### src/rtl/alu_pkg.sv
// Shared definitions for the multi-cycle ALU: opcodes, FSM encoding and sign helpers.
package alu_pkg;

  localparam logic [3:0] OP_ADD   = 4'h0;
  localparam logic [3:0] OP_SUB   = 4'h1;
  localparam logic [3:0] OP_AND   = 4'h2;
  localparam logic [3:0] OP_OR    = 4'h3;
  localparam logic [3:0] OP_NOR   = 4'h4;
  localparam logic [3:0] OP_SLT   = 4'h5;
  localparam logic [3:0] OP_SLL   = 4'h6;
  localparam logic [3:0] OP_SRL   = 4'h7;
  localparam logic [3:0] OP_MULT  = 4'h8;
  localparam logic [3:0] OP_DIV   = 4'h9;
  localparam logic [3:0] OP_SRA   = 4'hA;
  localparam logic [3:0] OP_MULTU = 4'hB;
  localparam logic [3:0] OP_DIVU  = 4'hC;
  localparam logic [3:0] OP_SLTU  = 4'hD;
  localparam logic [3:0] OP_XOR   = 4'hE;

  typedef enum logic [2:0] {IDLE, MUL, DIV, FIX, DONE} state_t;

  function automatic logic is_muldiv(input logic [3:0] op);
    return (op == OP_MULT) || (op == OP_MULTU) || (op == OP_DIV) || (op == OP_DIVU);
  endfunction

  // Returns {negate_lo, negate_hi}; the remainder follows the dividend's sign.
  function automatic logic [1:0] sign_fix(input logic is_div, input logic a_neg,
                                          input logic b_neg);
    if (is_div) return {a_neg ^ b_neg, a_neg};
    return {a_neg ^ b_neg, a_neg ^ b_neg};
  endfunction

endpackage

### src/rtl/alu_muldiv_core.sv
// Iterative unsigned shift-add multiplier / restoring divider, one bit per cycle.
module alu_muldiv_core #(
  parameter int WIDTH = 32
) (
  input  logic             clk,
  input  logic             rst,
  input  logic             load,
  input  logic             is_div,
  input  logic [WIDTH-1:0] a,
  input  logic [WIDTH-1:0] b,
  output logic             busy,
  output logic             fin,
  output logic [WIDTH-1:0] hi,
  output logic [WIDTH-1:0] lo
);

  localparam int CNT_W = $clog2(WIDTH + 1);

  logic [CNT_W-1:0]   cnt;
  logic               div_q;
  logic [WIDTH-1:0]   b_q;
  logic [2*WIDTH-1:0] acc;
  logic [2*WIDTH-1:0] acc_nxt;
  logic [WIDTH:0]     mul_sum;
  logic [WIDTH:0]     rem_sh;
  logic [WIDTH:0]     rem_diff;

  // Multiply: add into the upper half and shift right. Divide: shift left, trial-subtract.
  always_comb begin
    mul_sum  = {1'b0, acc[2*WIDTH-1:WIDTH]} + {1'b0, {WIDTH{acc[0]}} & b_q};
    rem_sh   = {acc[2*WIDTH-1:WIDTH], acc[WIDTH-1]};
    rem_diff = rem_sh - {1'b0, b_q};
    acc_nxt  = {mul_sum, acc[WIDTH-1:1]};
    if (div_q) begin
      if (!rem_diff[WIDTH]) acc_nxt = {rem_diff[WIDTH-1:0], acc[WIDTH-2:0], 1'b1};
      else                  acc_nxt = {rem_sh[WIDTH-1:0], acc[WIDTH-2:0], 1'b0};
    end
  end

  always_ff @(posedge clk) begin
    if (rst)            cnt <= '0;
    else if (load)      cnt <= CNT_W'(WIDTH);
    else if (cnt != '0) cnt <= cnt - CNT_W'(1);
  end

  always_ff @(posedge clk) begin
    if (load) begin
      acc   <= {{WIDTH{1'b0}}, a};
      b_q   <= b;
      div_q <= is_div;
    end else if (busy) begin
      acc <= acc_nxt;
    end
  end

  assign busy = (cnt != '0);
  assign fin  = (cnt == CNT_W'(1));
  assign hi   = acc[2*WIDTH-1:WIDTH];
  assign lo   = acc[WIDTH-1:0];

endmodule

### src/rtl/alu_multicycle.sv
// Multi-cycle ALU: single-cycle logic/arith/shift ops plus iterative signed/unsigned MULT/DIV.
module alu_multicycle
  import alu_pkg::*;
#(
  parameter int WIDTH   = 32,
  parameter int SHAMT_W = 5
) (
  input  logic             clk,
  input  logic             rst,
  input  logic             start,
  input  logic [3:0]       op,
  input  logic [WIDTH-1:0] src_a,
  input  logic [WIDTH-1:0] src_b,
  output logic [WIDTH-1:0] result,
  output logic [WIDTH-1:0] hi,
  output logic [WIDTH-1:0] lo,
  output logic             overflow,
  output logic             div_by_zero,
  output logic             busy,
  output logic             done,
  output logic             zero
);

  state_t state, state_nxt;

  logic signed [WIDTH-1:0] sa, sb;
  logic [WIDTH-1:0]        a_abs, b_abs, sum, diff, alu_res;
  logic [SHAMT_W-1:0]      shamt;
  logic                    alu_ovf, a_neg, b_neg, signed_op, is_div_op, dz, launch, min_by_m1;
  logic                    neg_lo_q, neg_hi_q, div_q, ovf_pend_q;
  logic                    core_busy, core_fin;
  logic [WIDTH-1:0]        core_hi, core_lo;

  function automatic logic [2*WIDTH-1:0] cond_neg2(input logic neg, input logic [2*WIDTH-1:0] v);
    return neg ? -v : v;
  endfunction

  function automatic logic [WIDTH-1:0] cond_neg(input logic neg, input logic [WIDTH-1:0] v);
    return neg ? -v : v;
  endfunction

  assign sa    = src_a;
  assign sb    = src_b;
  assign shamt = src_a[SHAMT_W-1:0];

  always_comb begin
    signed_op = (op == OP_MULT) || (op == OP_DIV);
    is_div_op = (op == OP_DIV) || (op == OP_DIVU);
    dz        = is_div_op && (src_b == '0);
    a_neg     = signed_op && src_a[WIDTH-1];
    b_neg     = signed_op && src_b[WIDTH-1];
    a_abs     = cond_neg(a_neg, src_a);
    b_abs     = cond_neg(b_neg, src_b);
    min_by_m1 = (op == OP_DIV) && (src_a == {1'b1, {(WIDTH-1){1'b0}}}) && (src_b == '1);
    launch    = (state == IDLE) && start && is_muldiv(op) && !dz;
  end

  always_comb begin
    sum     = src_a + src_b;
    diff    = src_a - src_b;
    alu_res = '0;
    alu_ovf = 1'b0;
    case (op)
      OP_ADD: begin
        alu_res = sum;
        alu_ovf = (src_a[WIDTH-1] == src_b[WIDTH-1]) && (sum[WIDTH-1] != src_a[WIDTH-1]);
      end
      OP_SUB: begin
        alu_res = diff;
        alu_ovf = (src_a[WIDTH-1] != src_b[WIDTH-1]) && (diff[WIDTH-1] != src_a[WIDTH-1]);
      end
      OP_AND:  alu_res = src_a & src_b;
      OP_OR:   alu_res = src_a | src_b;
      OP_NOR:  alu_res = ~(src_a | src_b);
      OP_XOR:  alu_res = src_a ^ src_b;
      OP_SLT:  alu_res = {{(WIDTH-1){1'b0}}, sa < sb};
      OP_SLTU: alu_res = {{(WIDTH-1){1'b0}}, src_a < src_b};
      OP_SLL:  alu_res = src_b << shamt;
      OP_SRL:  alu_res = src_b >> shamt;
      OP_SRA:  alu_res = sb >>> shamt;
      default: alu_res = '0;
    endcase
  end

  always_comb begin
    state_nxt = state;
    case (state)
      IDLE:     if (launch) state_nxt = is_div_op ? DIV : MUL;
      MUL, DIV: if (core_fin || !core_busy) state_nxt = FIX;
      FIX:      state_nxt = DONE;
      DONE:     state_nxt = IDLE;
      default:  state_nxt = IDLE;
    endcase
  end

  always_ff @(posedge clk) begin
    if (rst) state <= IDLE;
    else     state <= state_nxt;
  end

  // Launch/complete stage: single-cycle results, operand sign capture, final sign fixup.
  always_ff @(posedge clk) begin
    if (rst) begin
      result      <= '0;
      hi          <= '0;
      lo          <= '0;
      overflow    <= 1'b0;
      div_by_zero <= 1'b0;
      done        <= 1'b0;
    end else begin
      done <= 1'b0;
      case (state)
        IDLE: if (start) begin
          if (dz) begin
            hi          <= '0;
            lo          <= '0;
            overflow    <= 1'b0;
            div_by_zero <= 1'b1;
            done        <= 1'b1;
          end else if (is_muldiv(op)) begin
            {neg_lo_q, neg_hi_q} <= sign_fix(is_div_op, a_neg, b_neg);
            div_q                <= is_div_op;
            ovf_pend_q           <= min_by_m1;
          end else begin
            result      <= alu_res;
            overflow    <= alu_ovf;
            div_by_zero <= 1'b0;
            done        <= 1'b1;
          end
        end
        FIX: begin
          if (div_q) begin
            lo <= cond_neg(neg_lo_q, core_lo);
            hi <= cond_neg(neg_hi_q, core_hi);
          end else begin
            {hi, lo} <= cond_neg2(neg_lo_q, {core_hi, core_lo});
          end
          overflow    <= ovf_pend_q;
          div_by_zero <= 1'b0;
          done        <= 1'b1;
        end
        default: ;
      endcase
    end
  end

  alu_muldiv_core #(.WIDTH(WIDTH)) u_core (
    .clk    (clk),
    .rst    (rst),
    .load   (launch),
    .is_div (is_div_op),
    .a      (a_abs),
    .b      (b_abs),
    .busy   (core_busy),
    .fin    (core_fin),
    .hi     (core_hi),
    .lo     (core_lo)
  );

  assign busy = (state == MUL) || (state == DIV) || (state == FIX);
  assign zero = (result == '0);

endmodule
### config.mk
export PLATFORM = sky130hd
export DESIGN_NAME = alu_multicycle
export DESIGN_NICKNAME = d
export VERILOG_FILES = /design/src/rtl/alu_pkg.sv /design/src/rtl/alu_muldiv_core.sv /design/src/rtl/alu_multicycle.sv
export SDC_FILE = /design/constraint.sdc
export NUM_CORES = 1
export LEC_CHECK = 0
export CORE_MARGIN = 3
export CORE_UTILIZATION = 30
export DETAILED_ROUTE_END_ITERATION = 10
export PLACE_DENSITY = 0.56
export SKIP_LAST_GASP = 1
export SYNTH_ARGS = -nofsm -noshare
export SYNTH_HDL_FRONTEND = slang
export SYNTH_SLANG_ARGS = --single-unit
### constraint.sdc
create_clock -name clk -period 5.58 [get_ports clk]
set_input_delay 1.116 -clock clk [delete_from_list [all_inputs] [get_ports clk]]
set_output_delay 1.116 -clock clk [all_outputs]
set_load 0.1 [all_outputs]
### Yosys cells after proc, flatten, opt, wreduce, memory -nomap -nowiden

Index checks and enable logic that the tools add are counted.

* add/subtract/negate cells: 10
* magnitude comparators: 2
* equality and inequality tests: 29
* shifts and indexed selects: 3
* muxes and demuxes: 43
* bitwise logic cells: 9
* reductions and logical operators: 34

Operators with widths (number)
* one-hot mux 32 bit (11 select lines): 1
* two-way mux 32 bit: 10
* two-way mux 64 bit: 3
* negation 32 bit: 4
* one-hot mux 32 bit (2 select lines): 2
* AND 32 bit: 2
* == test 32 bit, second input constant: 2
* zero test 32 bit: 2
* less-than comparator 32 bit: 2
* negation 64 bit: 1
* adder 32 x 32 -> 33 bit: 1
* subtractor 33 x 32 -> 33 bit: 1
* adder 32 bit: 1
* NOT 32 bit: 1
* bitwise OR 32 bit: 1
* << shifter 32 x 5 -> 32 bit: 1
* right shift 32 x 5 -> 32 bit: 1
* >>> shifter 32 x 5 -> 32 bit: 1
* subtractor 32 bit: 1
* XOR 32 bit: 1
* == test 4 bit, second input constant: 7
* == test 4 x 3 -> 1 bit, second input constant: 4
* two-way mux 1 bit: 15
* two-way mux 6 bit: 2
* other kinds (28): 63

* flip-flop bits (word level): 209
* input port bits: 71
* output and inout port bits: 101
* logic and storage cells: 147

### Logic depth before layout (Yosys ltp)

Gate-level depths: netlist (run 1).

* depth after elaboration: 10
* mapped depth: 17
* gate-level depth less buffers: 14

### Modules after synthesis

A second synthesis (run 1) with hierarchy kept.

* cell total of the unflattened synthesis: 3071
* area total of the unflattened synthesis: 23694.0 sq um

Modules (own cells, without submodules)
* alu_multicycle: instances 1, cells an instance 2147, area each 15579.9 sq um, seq. area each 2162.1 sq um
* alu_muldiv_core: instances 1, cells an instance 924, area each 8114.0 sq um, seq. area each 2712.6 sq um

### Least setup slack after synthesis (run 1)

Ideal clock, no wire load.

* kind: input port to flip-flop
* start point: input port src_a[2]
* end point: register overflow
* library setup time: 0.086 ns
* arrival time: 5.061 ns
* data required time: 5.494 ns
* path slack: 0.432 ns
* stages on the path: 17
* path buffers: 5
* path through: buf_1 inv_1 clkbuf_1 buf_1 clkbuf_1 ha_1 clkbuf_1 nand2b_1 o311a_1 o311a_1 a311o_1 a311oi_2 o31ai_1 a211o_1 xnor2_1 nand3_1 a221oi_2

* word-level cells in the longest chain between the ends: 8
* elaborated cells between the ends (all ways): 11
* classes of those cells: 2 x add/sub; 2 x eq/ne; 5 x mux; 2 x reduce/logical

RTL lines
* start: declaration: line alu_multicycle.sv:12 `input logic [WIDTH-1:0] src_a,`
* subtractor 32 bit or adder 32 bit (tied branches): line alu_multicycle.sv:60, alu_multicycle.sv:59
* != test 1 bit (on tied branches): line alu_multicycle.sv:70, alu_multicycle.sv:66
* logical AND 1 bit (on tied branches): line alu_multicycle.sv:70, alu_multicycle.sv:66
* one-hot mux 1 bit (2 select lines) (*): line alu_multicycle.sv:63 `case (op)`
* two-way mux 1 bit (*): line alu_multicycle.sv:120 `end else if (is_muldiv(op)) begin`
* two-way mux 1 bit (*): line alu_multicycle.sv:114 `if (dz) begin`
* two-way mux 1 bit (*): line alu_multicycle.sv:113 `IDLE: if (start) begin`
* one-hot mux 1 bit (2 select lines) (*): line alu_multicycle.sv:112 `case (state)`
* end signal: assignment: line alu_multicycle.sv:126 `overflow <= alu_ovf;`
* end signal: assignment: line alu_multicycle.sv:138 `overflow <= ovf_pend_q;`
* end: declaration: line alu_multicycle.sv:17 `output logic overflow,`

Mark *: on every way between the ends. The rest lies on a longest branch, timed or not. The select of a mux whose other input is x is not followed.
A chain may end at the register's enable or synchronous reset.

### Worst setup path in the final report (run 1)

* start point: input port src_b[0]
* end point: register result[26]

* word-level cells in the longest chain between the ends: 4
* elaborated cells between the ends (all ways): 10
* classes of those cells: 2 x add/sub; 3 x shift; 1 x mux; 1 x bitwise; 3 x reduce/logical

RTL lines
* start: declaration: line alu_multicycle.sv:13 `input logic [WIDTH-1:0] src_b,`
* branches (longest 4 deep; another with subtractor 32 bit)
* end signal: assignment: line alu_multicycle.sv:125 `result <= alu_res;`
* end: declaration: line alu_multicycle.sv:14 `output logic [WIDTH-1:0] result,`

Parallel ways; which one is timed is not known.

==> results of run 1 <==
## power by group through the flow
stage               registers (µW)  logic [µW]  clock network [µW]
finish                        2730        6530                1980
global route                  2790        7110                2070
CTS                           2710        6440                2010
detailed placement            2740        6400                   0
global placement              2750        6410                   0
floorplan                     2880        4450                   0
## layout by cell type, fill, tap and decap left out, types with 56 or more instances in the layout
cell type                         count
sky130_fd_sc_hd__inv_1              142
sky130_fd_sc_hd__ha_1               176
sky130_fd_sc_hd__edfxtp_1            69
sky130_fd_sc_hd__o21ai_0            246
sky130_fd_sc_hd__dfxtp_1            140
sky130_fd_sc_hd__clkdlybuf4s50_1    164
sky130_fd_sc_hd__a21o_1              56
sky130_fd_sc_hd__xnor2_1            150
sky130_fd_sc_hd__nand3_1             57
sky130_fd_sc_hd__nor2_1             311
sky130_fd_sc_hd__buf_4              103
sky130_fd_sc_hd__a21oi_1            223
sky130_fd_sc_hd__mux2i_1             90
sky130_fd_sc_hd__nand2_1            273
## critical path, stage by stage
cell	delay, ns
sky130_fd_sc_hd__clkdlybuf4s50_1	0.53
sky130_fd_sc_hd__ha_1	0.40
sky130_fd_sc_hd__inv_1	0.10
sky130_fd_sc_hd__fa_1	0.41
sky130_fd_sc_hd__nor2b_1	0.13
sky130_fd_sc_hd__o21a_1	0.15
sky130_fd_sc_hd__o21ai_0	0.16
sky130_fd_sc_hd__a21o_1	0.27
sky130_fd_sc_hd__a41oi_1	0.30
sky130_fd_sc_hd__o31ai_1	0.19
sky130_fd_sc_hd__a2111oi_0	0.62
sky130_fd_sc_hd__buf_4	0.23
sky130_fd_sc_hd__mux2i_1	0.07
sky130_fd_sc_hd__o31ai_1	0.24
sky130_fd_sc_hd__o211ai_1	0.12
## state kept, by name, summed over array words and instances, names as in the netlist, 3 cells and up
register    flops
u_core.b_q     32
u_core.acc     64
state           3
hi             32
lo             32
u_core.cnt      6
result         32
## layout make-up
class                   count  area [µm²]  share of cell area
multi-input cells        2483       17100               0.627
flip-flops and latches    209        4870               0.178
repair buffers            276        2500              0.0916
well taps                1030        1290              0.0471
clock buffers              33         749              0.0274
inverters                 145         546              0.0200
clock inverters            15         226             0.00828
diodes                      3        7.51            0.000275
## through the flow
stage / hold WS, ns / total power, µW
final: 0.477 / 11200
after global routing: 0.495 / 12000
after CTS: 0.479 / 11200
after detailed placement: 0.466 / 9150
after global placement: 0.466 / 9150
after floorplan: 0.493 / 7330
## per-layer routing
layer / global-route usage / up-vias / routed length (µm)
met5: 0 / - / 74
met4: 0.0956 / 12 / 4660
met3: 0.0447 / 229 / 9300
met2: 0.362 / 1207 / 43500
met1: 0.339 / 11700 / 45200
li1: - / 11500 / -
## path summary, 6_finish.rpt
check	depth (start not counted)	slack [ns]	end	from
max	15	0.98	result[26]	src_b[0]
min	1	0.48	hi[21]	hi[21]
max reg2reg	14	1.09	u_core.acc[63]	u_core.b_q[0]
min reg2reg	1	0.48	hi[21]	hi[21]
## cell families (layout without fill, tap and decap cells)
| kind of cell | Yosys count | after routing | share of synthesized area |
|---|---|---|---|
| and+or+nand+nor | 949 | 949 | 0.191 |
| buffers and inverters | 368 | 469 | 0.0622 |
| adders and majority gates | 180 | 180 | 0.0974 |
| muxes | 144 | 144 | 0.0827 |
| DFF | 209 | 209 | 0.208 |
| other | 0 | 3 | 0 |
| AOI/OAI and AO/OA | 1014 | 1014 | 0.285 |
| xor gates and xnor gates | 196 | 196 | 0.0733 |
==> tab_implementation.tex, run 1 <==
\begin{tabular}{lr}
\hline
Metric & Value \\
\hline
\multicolumn{2}{l}{\textbf{Global route}} \\
\quad Number of antenna violations at the first check in global routing & 9 \\
\quad Maximum number of pins on one net before global-route repair & 96 \\
\quad Vias in the first global route & 22900 \\
\quad Final global-route overflow total & 0 \\
\quad Aggregate global-route resource usage & 0.241 \\
\quad First-pass GRT wire length & 152000 µm \\
\multicolumn{2}{l}{\textbf{Worst setup path}} \\
\quad Worst EP required & 6.03 ns \\
\quad CP startpoint kind & input port \\
\quad Critical path type & input port to flip-flop \\
\quad Critical path endpoint category & flip-flop \\
\quad Data arrival time at the worst-slack endpoint & 5.05 ns \\
\quad Highest net fanout along the worst path & 4 \\
\multicolumn{2}{l}{\textbf{STA}} \\
\quad Final hold violation count & 0 \\
\quad Final critical-path required period & 4.60 ns \\
\quad Maximum clock frequency & 218 MHz \\
\quad Setup tns final & 0 ns \\
\quad Setup Viol. Count Final & 0 \\
\quad RSZ-0062 raised after global routing & false \\
\quad Final clock period utilization by the worst path & 0.824 \\
\quad Worst rel slew slack & 0.214 \\
\quad Clock tree skew after final layout & 0.0544 ns \\
\quad Slew of the pin with the lowest slew margin & 1.15 ns \\
\quad Worst setup margin & 0.983 ns \\
\quad Max-slew violation count & 0 \\
\multicolumn{2}{l}{\textbf{Detailed routing}} \\
\quad DRC viols & 0 \\
\quad Routed WL & 103000 µm \\
\quad TritonRoute pass-1 iters & 8 \\
\quad Number of design-rule violations left by the first detailed-router iteration & 3102 \\
\quad Average routed wire per standard cell & 24.5 µm \\
\quad Via count & 24600 \\
\quad Vias per cell & 5.87 \\
\quad Antenna Violating Nets Remaining & 0 \\
\multicolumn{2}{l}{\textbf{Cells and area}} \\
\quad Final core utilization & 0.356 \\
\quad Filler Cell Count & 8148 \\
\quad Layout overhead on the synthesized area & 16.7\% \\
\quad Final Instance Count excl. Fillers & 4194 \\
\quad Share of final-layout standard cells stronger than drive strength 1 & 0.0813 \\
\quad Final nets & 3393 \\
\quad Area of all placed cells without fillers & 0.0273 mm² \\
\multicolumn{2}{l}{\textbf{Logic synthesis}} \\
\quad Synthesized area divided by synthesized cell count & 7.66 µm² \\
\quad Post-Syn Area & 0.0234 mm² \\
\quad Net count after synthesis & 3311 \\
\quad FF+latch count, synth & 209 \\
\quad Share of the yosys chip area belonging to registers & 0.208 \\
\quad Commonest cells post-synth & 313 x sky130\_fd\_sc\_hd\_\_nor2\_1, 273 x sky130\_fd\_sc\_hd\_\_nand2\_1, 246 x sky130\_fd\_sc\_hd\_\_o21ai\_0 \\
\quad Yosys warnings & 0 \\
\quad Post-synth top flop & sky130\_fd\_sc\_hd\_\_dfxtp\_1 \\
\quad Distinct cell type count of the synthesized netlist & 92 \\
\quad Proportion of netlist area held by the largest area contributor & 0.120 \\
\quad Number of enable-type register cells in the synthesized netlist & 69 \\
\quad Async SR Flop Fraction & 0 \\
\quad Post-synthesis instance total & 3060 \\
\quad Cell type with the largest total area after synthesis & sky130\_fd\_sc\_hd\_\_dfxtp\_1 \\
\quad Top cells by area in the synthesized netlist & sky130\_fd\_sc\_hd\_\_dfxtp\_1 12\%, sky130\_fd\_sc\_hd\_\_ha\_1 9.4\%, sky130\_fd\_sc\_hd\_\_edfxtp\_1 8.8\% \\
\quad Library cell with the highest instance count after synthesis & sky130\_fd\_sc\_hd\_\_nor2\_1 \\
\multicolumn{2}{l}{\textbf{Min path}} \\
\quad Kind of path behind the tightest hold check & flip-flop to flip-flop \\
\multicolumn{2}{l}{\textbf{Power and ir drop}} \\
\quad Logic gate share of total power & 0.581 \\
\quad Internal power component & 5750 µW \\
\quad Flop pwr share & 0.243 \\
\quad Net Switching & 5490 µW \\
\quad Proportion of power drawn by the clock network & 0.176 \\
\quad Leakage power & 0.0106 µW \\
\quad Power Density & 411 mW/mm² \\
\quad Worst ir drop on vdd & 288 µV \\
\quad Switching Fraction & 0.488 \\
\multicolumn{2}{l}{\textbf{CTS}} \\
\quad \# resized after CTS & 0 \\
\quad CTS H-tree lvls & 1 \\
\quad Clock insertion delay at the later pin of the skew report & 0.63 ns \\
\quad Clock sinks & 209 \\
\quad Clock tree from TritonCTS & built \\
\quad Hold-fix buffers, CTS & 0 \\
\quad Clock buffer count from CTS & 27 \\
\quad Reg clk slew, reported paths & 0.06 ns \\
\quad Postcts setup bufs & 0 \\
\quad Root buf cell & sky130\_fd\_sc\_hd\_\_clkbuf\_16 \\
\quad Bufs on Longest Clock Path & 3 \\
\multicolumn{2}{l}{\textbf{Die}} \\
\quad Row count & 101 \\
\quad Die footprint & 0.0815 mm² \\
\quad Total core area & 0.0767 mm² \\
\quad Horizontal extent of the die & 285 µm \\
\quad Initial Util & 0.305 \\
\quad Vertical extent of the die & 285 µm \\
\quad Top-level port count & 172 \\
\multicolumn{2}{l}{\textbf{Place}} \\
\quad Sum of net half-perimeters after detailed placement & 79700 µm \\
\quad Pre-CTS WS & 0.524 ns \\
\quad Final estimated routing congestion in global placement & 1.03 \\
\quad Post-DP Area & 0.0264 mm² \\
\quad Placed Cells incl. Taps & 4143 \\
\quad Port Buf Inserts & 171 \\
\multicolumn{2}{l}{\textbf{Run}} \\
\quad Max\_cap viols & 0 \\
\multicolumn{2}{l}{\textbf{Status}} \\
\quad Outcome & finished, final reports clean \\
\hline
\end{tabular}
Note: power is estimated with default switching activity, not from simulation.
==> run 2: changes to the inputs <==
Settings changed: PLACE_DENSITY 0.56 to 0.58.
Clock period 5.58 ns to 4 ns, I/O delays scaled along.
==> run 2 against run 1 <==
  * Register-to-register slack got worse by 0.85 ns
  * Via count increased by 5.2%
  * Sequential share of layout area decreased by 1.6 points
  * Critical endpoint is now result[30]
  * Sequential cell count unchanged
  * Utilization increased by 3.5 points
  * Highest routed layer unchanged
==> tab_implementation.tex, run 2 (synthesis gave the netlist of run 1 again) <==
\begin{tabular}{lr}
\hline
Metric & Value \\
\hline
\multicolumn{2}{l}{\textbf{Min path}} \\
\quad Kind of path behind the tightest hold check & flip-flop to flip-flop \\
\quad Instance count along the most critical hold path & 1 (unchanged) \\
\multicolumn{2}{l}{\textbf{Cells and area}} \\
\quad Sequential cell area & 0.00487 mm² (unchanged) \\
\quad Final nets & 3732 (+10\%) \\
\quad Layout overhead on the synthesized area & 28.0\% \\
\quad Commonest non-fill, non-tap cell in the layout & sky130\_fd\_sc\_hd\_\_buf\_4 \\
\quad Highest-count cells in the layout ignoring fill and taps & 434 x sky130\_fd\_sc\_hd\_\_buf\_4, 311 x sky130\_fd\_sc\_hd\_\_nor2\_1, 273 x sky130\_fd\_sc\_hd\_\_nand2\_1 \\
\quad Max FFs per register & 64 (unchanged) \\
\quad Filler Cell Count & 8027 (-1.5\%) \\
\quad Final core utilization & 0.391 (+0.0346) \\
\quad Combined area of the multi-input logic cells & 0.0172 mm² (+0.36\%) \\
\quad Share of final-layout standard cells stronger than drive strength 1 & 0.174 (+0.0932) \\
\quad Largest register by flop count & u\_core.acc \\
\quad Final Instance Count excl. Fillers & 4534 (+8.1\%) \\
\multicolumn{2}{l}{\textbf{CTS}} \\
\quad Postcts setup bufs & 0 (unchanged) \\
\quad Reg clk slew, reported paths & 0.06 ns (about the same) \\
\quad CTS H-tree lvls & 1 (unchanged) \\
\quad Bufs on Longest Clock Path & 3 (unchanged) \\
\quad Clock buffer count from CTS & 27 (unchanged) \\
\quad Clock sinks & 209 (unchanged) \\
\quad Clock tree from TritonCTS & built \\
\quad Clock insertion delay at the later pin of the skew report & 0.60 ns (-0.03 ns) \\
\quad Root buf cell & sky130\_fd\_sc\_hd\_\_clkbuf\_16 \\
\multicolumn{2}{l}{\textbf{Place}} \\
\quad Final estimated routing congestion in global placement & 1.04 (+1.4\%) \\
\quad Port Buf Inserts & 171 (unchanged) \\
\quad Sum of net half-perimeters after detailed placement & 85100 µm (+6.8\%) \\
\quad Placed Cells incl. Taps & 4482 (+8.2\%) \\
\multicolumn{2}{l}{\textbf{Worst setup path}} \\
\quad Highest net fanout along the worst path & 10 (+6) \\
\quad Critical path type & input port to flip-flop \\
\quad Count of cells along the worst register-to-register path & 15 (+1) \\
\quad Data arrival time at the worst-slack endpoint & 4.29 ns (-0.76 ns) \\
\quad Critical path endpoint category & flip-flop \\
\quad CP startpoint kind & input port \\
\quad Worst EP required & 4.46 ns (-1.57 ns) \\
\multicolumn{2}{l}{\textbf{Die}} \\
\quad Vertical extent of the die & 285 µm (unchanged) \\
\quad Horizontal extent of the die & 285 µm (unchanged) \\
\quad Total core area & 0.0767 mm² (unchanged) \\
\quad Top-level port count & 172 (unchanged) \\
\quad Initial Util & 0.305 (unchanged) \\
\quad Row count & 101 (unchanged) \\
\quad Die footprint & 0.0815 mm² (unchanged) \\
\multicolumn{2}{l}{\textbf{Detailed routing}} \\
\quad DRC viols & 0 (unchanged) \\
\quad Number of design-rule violations left by the first detailed-router iteration & 2723 (-12\%) \\
\quad Average routed wire per standard cell & 23.4 µm (-4.4\%) \\
\quad Vias per cell & 5.71 (-2.7\%) \\
\quad Via count & 25900 (+5.2\%) \\
\quad Routed WL & 106000 µm (+3.3\%) \\
\quad TritonRoute pass-1 iters & 6 (-2) \\
\quad Antenna Violating Nets Remaining & 0 (unchanged) \\
\multicolumn{2}{l}{\textbf{Status}} \\
\quad Outcome & finished, final reports clean \\
\multicolumn{2}{l}{\textbf{Power and ir drop}} \\
\quad Post-layout total power & 16200 µW (+44\%) \\
\quad Leakage power & 0.0123 µW (+16\%) \\
\quad Power Density & 539 mW/mm² (+31\%) \\
\quad Worst ir drop on vdd & 384 µV (+34\%) \\
\multicolumn{2}{l}{\textbf{STA}} \\
\quad Setup tns final & 0 ns (unchanged) \\
\quad Final clock period utilization by the worst path & 0.958 \\
\quad Clock tree skew after final layout & 0.0254 ns (-0.0290 ns) \\
\quad Slew of the pin with the lowest slew margin & 1.01 ns (-0.134 ns) \\
\quad Maximum clock frequency & 261 MHz \\
\quad Setup Viol. Count Final & 0 (unchanged) \\
\quad Max-slew violation count & 0 (unchanged) \\
\quad Worst rel slew slack & 0.321 (+0.107) \\
\quad RSZ-0062 raised after global routing & false \\
\quad Final hold violation count & 0 (unchanged) \\
\quad Final critical-path required period & 3.83 ns \\
\quad Worst-case hold slack & 0.479 ns (+0.00138 ns) \\
\multicolumn{2}{l}{\textbf{Global route}} \\
\quad Vias in the first global route & 24200 (+5.8\%) \\
\quad Aggregate global-route resource usage & 0.250 (+0.00870) \\
\quad Final global-route overflow total & 0 (unchanged) \\
\quad First-pass GRT wire length & 157000 µm (+3.4\%) \\
\quad Number of antenna violations at the first check in global routing & 8 (-1) \\
\quad Maximum number of pins on one net before global-route repair & 75 (-22\%) \\
\multicolumn{2}{l}{\textbf{Run}} \\
\quad Max\_cap viols & 0 (unchanged) \\
\hline
\end{tabular}
run 2: cell type report:
| class | count | share of cell area |
|---|---|---|
| multi-input combinational | 2483 | 0.574 |
| timing repair buffer | 615 | 0.172 |
| sequential | 209 | 0.163 |
| tap | 1030 | 0.0430 |
| clock buffer | 36 | 0.0266 |
| inverter | 145 | 0.0182 |
| clock inverter | 14 | 0.00359 |
| antenna | 2 | 0.000167 |
run 2: path summary, 6_finish.rpt:
path	slack [ns]	endpoint	startpoint
worst max-delay path	0.17	result[30]	src_b[0]
worst min register to register	0.48	hi[22]	hi[22]
worst max register to register	0.24	u_core.acc[62]	u_core.acc[0]
worst min-delay path	0.48	hi[22]	hi[22]
run 2: worst max-delay path, stage by stage:
cell	delay, ns
sky130_fd_sc_hd__clkdlybuf4s50_1	0.50
sky130_fd_sc_hd__buf_4	0.22
sky130_fd_sc_hd__ha_4	0.18
sky130_fd_sc_hd__fa_1	0.23
sky130_fd_sc_hd__o21bai_1	0.11
sky130_fd_sc_hd__a211o_1	0.30
sky130_fd_sc_hd__a31o_2	0.28
sky130_fd_sc_hd__o311a_1	0.33
sky130_fd_sc_hd__o211ai_1	0.26
sky130_fd_sc_hd__a21o_1	0.19
sky130_fd_sc_hd__a31oi_1	0.20
sky130_fd_sc_hd__a311oi_2	0.35
sky130_fd_sc_hd__mux2i_1	0.24
sky130_fd_sc_hd__a31oi_1	0.11
run 2: routing by layer:
layer | GRT usage | wire [µm] | vias up
li1 | - | - | 12100
met2 | 0.375 | 44500 | 1206
met5 | 0 | 61 | -
met3 | 0.0487 | 9550 | 248
met4 | 0.107 | 5290 | 10
met1 | 0.347 | 46700 | 12300
run 2: power breakdown:
| group | internal, µW | switching (µW) | leakage, µW |
|---|---|---|---|
| Sequential | 2870 | 737 | 0.00182 |
| Clock | 1420 | 1100 | 0.000449 |
| Combinational | 4050 | 5970 | 0.0100 |
| Total | 8350 | 7810 | 0.0123 |
run 2: per-stage QoR:
| stage | instance area [µm²] | worst slack [ns] |
|---|---|---|
| after detailed placement | 29000 | -0.558 |
| after CTS | 30000 | 0.0254 |
| after global placement | 29000 | -0.590 |
| final | 30000 | 0.167 |
| after global routing | 30000 | 0.0108 |
| after floorplan | 23600 | 0.00328 |
run 2: timing repair:
action / 4_1_cts / 5_1_grt
gates resized for setup: 0 / 9
hold buffers: 0 / 0
setup endpoints to repair: 0 / 8
